`config.mk`:
```
export PLATFORM = sky130hd
export DESIGN_NAME = regfile_pair
export DESIGN_NICKNAME = d
export VERILOG_FILES = /design/src/rtl/regfile_pair.sv
export SDC_FILE = /design/constraint.sdc
export NUM_CORES = 1
export LEC_CHECK = 0
export CAP_MARGIN = 20
export CORE_MARGIN = 3
export CORE_UTILIZATION = 45
export DETAILED_ROUTE_END_ITERATION = 6
export PLACE_DENSITY = 0.79
export SYNTH_ARGS = -nofsm -noshare
export SYNTH_HDL_FRONTEND = slang
export SYNTH_SLANG_ARGS = --single-unit
```
`constraint.sdc`:
```
create_clock -name clk -period 5.4 [get_ports clk]
set_input_delay 1.62 -clock clk [delete_from_list [all_inputs] [get_ports clk]]
set_output_delay 1.62 -clock clk [all_outputs]
set_load 0.05 [all_outputs]
```
`src/rtl/regfile_pair.sv`:
```
// regfile_pair: byte-addressable register file with register-pair access for
// the 8085 datapath (B/C, D/E, H/L plus spare slots). Two combinational byte
// read ports, one byte write port, and a pair port with 16-bit write and
// INX/DCX-style increment/decrement that reports wrap-around one cycle later.
// Optional build macro REGFILE_BYPASS_EN: read ports forward the value that
// will be committed at the next clock edge.
module regfile_pair #(
    parameter int unsigned DATASIZE = 8,
    parameter int unsigned NREGS    = 8,
    parameter int unsigned AW       = 3
) (
    input  logic                    clk,
    input  logic                    rst,
    input  logic                    we,
    input  logic [AW-1:0]           waddr,
    input  logic [DATASIZE-1:0]     wdata,
    input  logic [AW-1:0]           raddr_a,
    output logic [DATASIZE-1:0]     rdata_a,
    input  logic [AW-1:0]           raddr_b,
    output logic [DATASIZE-1:0]     rdata_b,
    input  logic [AW-2:0]           paddr,
    input  logic                    pwe,
    input  logic [2*DATASIZE-1:0]   pwdata,
    input  logic                    inc,
    input  logic                    dec,
    output logic [2*DATASIZE-1:0]   prdata,
    output logic                    pwrap
);

    localparam logic [AW:0]   NREGS_W  = (AW+1)'(NREGS);
    localparam logic [AW-1:0] NPAIRS_W = AW'(NREGS / 2);

    logic [DATASIZE-1:0]   regs [NREGS];
    logic [DATASIZE-1:0]   nxt  [NREGS];
    logic [DATASIZE-1:0]   src  [NREGS];
    logic                  pwrap_nxt;
    logic                  pair_busy;
    logic [2*DATASIZE-1:0] cur_p;
    logic [2*DATASIZE-1:0] new_p;

    logic [AW-1:0] hi_idx;
    logic [AW-1:0] lo_idx;
    logic          p_ok;
    logic          w_ok;
    logic          a_ok;
    logic          b_ok;

    assign hi_idx = {paddr, 1'b0};
    assign lo_idx = {paddr, 1'b1};
    assign p_ok   = {1'b0, paddr} < NPAIRS_W;
    assign w_ok   = {1'b0, waddr} < NREGS_W;
    assign a_ok   = {1'b0, raddr_a} < NREGS_W;
    assign b_ok   = {1'b0, raddr_b} < NREGS_W;

    // Next-state arbitration: pair write beats inc/dec, any pair operation
    // beats a byte write into the same pair, other byte writes proceed.
    always_comb begin
        for (int unsigned i = 0; i < NREGS; i++) begin
            nxt[i] = regs[i];
        end
        pwrap_nxt = 1'b0;
        pair_busy = 1'b0;
        cur_p     = '0;
        new_p     = '0;
        if (p_ok) begin
            cur_p = {regs[hi_idx], regs[lo_idx]};
            if (pwe) begin
                pair_busy   = 1'b1;
                nxt[hi_idx] = pwdata[2*DATASIZE-1:DATASIZE];
                nxt[lo_idx] = pwdata[DATASIZE-1:0];
            end else if (inc ^ dec) begin
                pair_busy   = 1'b1;
                new_p       = inc ? cur_p + (2*DATASIZE)'(1) : cur_p - (2*DATASIZE)'(1);
                pwrap_nxt   = inc ? (cur_p == '1) : (cur_p == '0);
                nxt[hi_idx] = new_p[2*DATASIZE-1:DATASIZE];
                nxt[lo_idx] = new_p[DATASIZE-1:0];
            end
        end
        if (we && w_ok && !(pair_busy && (waddr[AW-1:1] == paddr))) begin
            nxt[waddr] = wdata;
        end
    end

    // Read source: committed state, or forwarded next state when bypassing
    // (suppressed while reset is held so outputs read 0 immediately).
    always_comb begin
        for (int unsigned i = 0; i < NREGS; i++) begin
`ifdef REGFILE_BYPASS_EN
            src[i] = rst ? regs[i] : nxt[i];
`else
            src[i] = regs[i];
`endif
        end
    end

    // Combinational read ports; out-of-range addresses read 0.
    always_comb begin
        rdata_a = a_ok ? src[raddr_a] : '0;
        rdata_b = b_ok ? src[raddr_b] : '0;
        prdata  = p_ok ? {src[hi_idx], src[lo_idx]} : '0;
    end

    // State commit with asynchronous active-high reset.
    always_ff @(posedge clk or posedge rst) begin
        if (rst) begin
            for (int unsigned i = 0; i < NREGS; i++) begin
                regs[i] <= '0;
            end
            pwrap <= 1'b0;
        end else begin
            for (int unsigned i = 0; i < NREGS; i++) begin
                regs[i] <= nxt[i];
            end
            pwrap <= pwrap_nxt;
        end
    end

endmodule

```
==> Word level (Yosys, flattened, before mapping) <==
Cells that the tools add are included.
{ "classes": {"n_lt_le_gt_ge": 8, "n_eq_ne": 2, "muxes": 32, "n_addsub": 2, "n_reduce_logical": 7, "bitwise_logic": 6} }
{ "ops": {"columns": ["operator", "n"], "rows": [
  ["64-bit bitwise mux", 5],
  ["64-bit two-way mux", 3],
  ["8-bit binary-select mux with 3-bit select", 4],
  ["8-bit two-way mux", 11],
  ["8-bit demux with 3-bit select", 3],
  ["4-bit greater-or-equal comparator, second input constant", 5],
  ["3-bit inverter with 4-bit output", 5],
  ["16-bit by 1-bit adder with 16-bit output, second input constant", 1],
  ["16-bit == test, second input constant", 1],
  ["16-bit logical NOT", 1],
  ["16-bit two-way mux", 1],
  ["16-bit by 1-bit subtractor with 16-bit output, second input constant", 1],
  ["4-bit by 1-bit < comparator with 1-bit output, second input constant", 3],
  ["1-bit logical AND", 5],
  ["1-bit two-way mux", 5],
  ["2-bit == test", 1],
  ["1-bit logical NOT", 1],
  ["1-bit XOR", 1]
]} }
{ "totals": {"out_inout_bits": 33, "reg_bits": 65} }

==> Longest topological paths before layout <==
{ "logic_depth": {"depth_word": 12, "ltp_mapped": 11} }

==> Least setup slack after synthesis <==
Ideal clock, no wire load.
{ "synth_path": {"path_kind": "input to output", "startpoint": "input raddr_a[1]", "endpoint": "output rdata_a[0]", "arrival_ns": 3.247, "n_path_buf": 2, "cell_stages": 4, "path_slack_ns": 0.533, "cell_sequence": "clkbuf_1 > buf_2 > mux4_2 > mux2_2"} }
{ "synth_via": {"elab_chain_cells": 4} }
{ "synth_lines": {"columns": ["item", "line_no", "rtl"], "rows": [
  ["start, declared", "17", "input logic [AW-1:0] raddr_a,"],
  ["3-bit inverter with 4-bit output (implied by the code)", "98", "rdata_a = a_ok ? src[raddr_a] : '0;"],
  ["8-bit binary-select mux with 3-bit select", "98", null],
  ["8-bit two-way mux (implied by the code) (2 in series)", "98", null],
  ["end, declared", "18", "output logic [DATASIZE-1:0] rdata_a,"]
]} }
No other way between the ends. The select of a mux whose other input is x is not followed.

==> Worst setup path in the final report <==
{ "layout_path": {"startpoint": "input raddr_b[1]", "endpoint": "output rdata_b[6]"} }
{ "layout_via": {"elab_chain_cells": 4} }
{ "layout_lines": {"columns": ["item", "line_no", "rtl"], "rows": [
  ["start, declared", "19", "input logic [AW-1:0] raddr_b,"],
  ["3-bit inverter with 4-bit output (implied by the code)", "99", "rdata_b = b_ok ? src[raddr_b] : '0;"],
  ["8-bit binary-select mux with 3-bit select", "99", null],
  ["8-bit two-way mux (implied by the code) (2 in series)", "99", null],
  ["end, declared", "20", "output logic [DATASIZE-1:0] rdata_b,"]
]} }
No other way between the ends. The select of a mux whose other input is x is not followed.

==> out/metrics.cfg <==
[synth]
syn_nets = 674
ys.flop_type = dfrtp_1
synth-edff-count = 0
synth-seq-cells = 65
synth_most_common_cell = nand2_1
syn_inst = 617
synth_xor_area_share_pct = 2.39
synth_top_family_by_area = multiplexers
yosysTopAreaCell = dfrtp_1
netlist_top_cells_area = dfrtp_1, mux4_2, nand2_1, o21ai_0, mux2_2
async_flop_share_pct = 100
synth_compound_area_share_pct = 22.6
synth-simple-area-share_pct = 16.2
synth_fa_ha_area_share_pct = 3.61
netlist_area_mm2 = 0.00575
synth_mux_area_share_pct = 23.6
synth_common_cells = nand2_1, dfrtp_1, o21ai_0
avgSynthCellArea_um2 = 9.32
synth.yosys.seq_area_share_pct = 28.3
yosys.area.top_type_share_pct = 28.3
synth_cell_types = 60
ys_warn_count = 0

[outcome]
status = completed

[timing]
totalNegativeSetupSlack_ps = 0
fmax_mhz = 201
skew_ps = 9.40
worst_pin_slew_ps = 1140
drv_slew = 0
hold_viol = 0
whs_ps = 645
final-setup-viol-count = 0
rsz0062_at_grt = false
finalCritPeriodShare_pct = 92.2
final.min_clock_period_ps = 4980
relSlewSlack_pct = 23.8

[clock_tree]
cts_resized = 0
ctsHoldBuffers = 0
cts_sinks = 65
clockBufferDepth = 2
clk_latency_ps = 340
clk_pin_slew_worst_paths_ps = 60
cts-root-buf = clkbuf_16
htreeDepth = 3
cts_tree = done
post_cts.repair.setup_buffers = 0
numCtsBuffers = 9

[detailed_routing]
vias_per_cell = 7.26
vias = 6238
wl_per_cell_um = 26.5
drcViolationCount = 0
drtPass1Iterations = 6
antenna_left = 0
drt-initial-drc-count = 1019
finalWirelength_um = 22800

[global_route]
first_global_vias = 6278
antenna_found_initial = 0
grtUsageTotal_pct = 32.2
grt_pass1_wl_um = 35300
grt_max_degree = 51
grt.overflow.total = 0

[worst_setup_path]
reg2reg_depth = 9
crit_family = buffers and inverters
crit_arrival_ps = 3360
critical_path_buf_inv_count = 3
crit_type = primary input to output port
critical_path.cell_chain = clkdlybuf4s50_1 > buf_12 > mux4_2 > mux2_2 > buf_4
critPathLaunchType = primary input
regToRegStartpoint = regs[52]
reg2reg_to = regs[46]
cp_slowest_cell = mux4_2
worst_ep_required_time_ps = 3780
slowest_delay_ps = 540
r2r_setup_slack_ps = 2080
crit_path_end_kind = output port
cp_max_fo = 16

[layout]
n_antenna_cell = 0
multi_input_area_mm2 = 0.00393
layout-drive-gt1-share_pct = 22.4
fin_cells = 859
area_growth_pct = 21.7
fillers = 1064
seq_area_mm2 = 0.00163
fin_nets = 743

[worst_hold_path]
min_path_cells = 2
min_delay_worst_endpoint = regs[36]
min_path_type = register to register
holdCritStartpoint = regs[36]

[power_and_ir_drop]
p_leak_nw = 2.66
vdd_drop_max_uv = 159
p_per_area_mw_per_mm2 = 440

[placement]
dpl.hpwl_um = 16800
place.gp.congestion = 1.11
port_buffers = 73
placedCellCount = 842

[die]
die-width_um = 119
die_y_um = 119
fp-row-count = 40
num_io_pins = 74
dieArea_mm2 = 0.0142
start_util_pct = 46.9
coreArea_mm2 = 0.0123

[flow_run]
maxCapViolations = 0

-- flip-flops by register name, indices dropped and copies added, names as in the netlist --
signal  count
pwrap       1
regs       64
-- power breakdown --
group	leakage, nW	internal (mW)	total [mW]	switching, mW
Sequential	0.750	0.614	0.820	0.206
Combinational	1.76	0.646	1.64	0.993
Clock	0.151	0.376	0.620	0.244
Total	2.66	1.64	3.08	1.44
-- metrics by stage --
stage               worst slack [ps]  power, mW  area, um2  utilization [%]
global placement                 381       2.35       6660             54.3
floorplan                        533       1.85       5750                -
detailed placement               262       2.39       6660             54.3
global route                     393       3.19       7000             57.1
CTS                              431       3.01       6980             56.9
finish                           420       3.08       7000             57.1
-- logic make-up after synthesis --
family,Yosys count
fa+ha+maj,16
compound gates,195
flops,65
buf+inv,46
xor+xnor,14
mux,73
simple gates,208
-- worst min-delay path, cell delays in order (launching register included) --
cell and delay (ps):
dfrtp_1 410, a2bb2oi_1 80, o21ai_0 120
-- final cells by class --
type / instances / area share [%]
Clock buffer: 10 / 3.42
Clock inverter: 6 / 1.07
Inverter: 6 / 0.322
Multi-Input combinational cell: 506 / 56.2
Sequential cell: 65 / 23.3
Tap cell: 168 / 3.00
Timing Repair Buffer: 98 / 12.7
-- routing by layer --
metal	vias to the layer above	GRT usage, %	part of all wire [%]	wire (um)
met4	0	17.6	6.8	1550
met5	-	0	0	0
met3	155	10.3	15	3320
met2	582	48.9	43	9860
met1	2938	40.6	35	8020
li1	2563	-	-	-
-- worst max path at each step --
stage	from	to	slack, ps	cells after the start
finish	raddr_b[1]	rdata_b[6]	420	5
CTS	raddr_b[1]	rdata_b[6]	430	5
detailed placement	paddr[0]	regs[46]	260	11
global route	paddr[0]	regs[46]	390	11
global placement	paddr[0]	regs[46]	380	11
floorplan	raddr_a[1]	rdata_a[0]	530	4
-- cells in the final DEF, fill, tap and decap left out, drive strengths merged, types with 6 or more instances in the layout --
cell type | Yosys | final
a21oi | 30 | 30
a221oi | 14 | 14
a2bb2oi | 6 | 6
a31oi | 7 | 7
a32oi | 9 | 9
buf | 13 | 57
clkbuf | 27 | 10
clkdlybuf4s50 | 0 | 41
dfrtp | 65 | 65
ha | 15 | 15
inv | 6 | 8
mux2 | 20 | 20
mux4 | 48 | 48
nand2 | 100 | 100
nand4 | 22 | 22
nor2 | 52 | 52
nor4 | 9 | 9
o21ai | 60 | 60
o22ai | 30 | 30
o31ai | 8 | 8
xnor2 | 7 | 7
xor2 | 7 | 7
No activity file was read; power rests on OpenSTA's default activity.
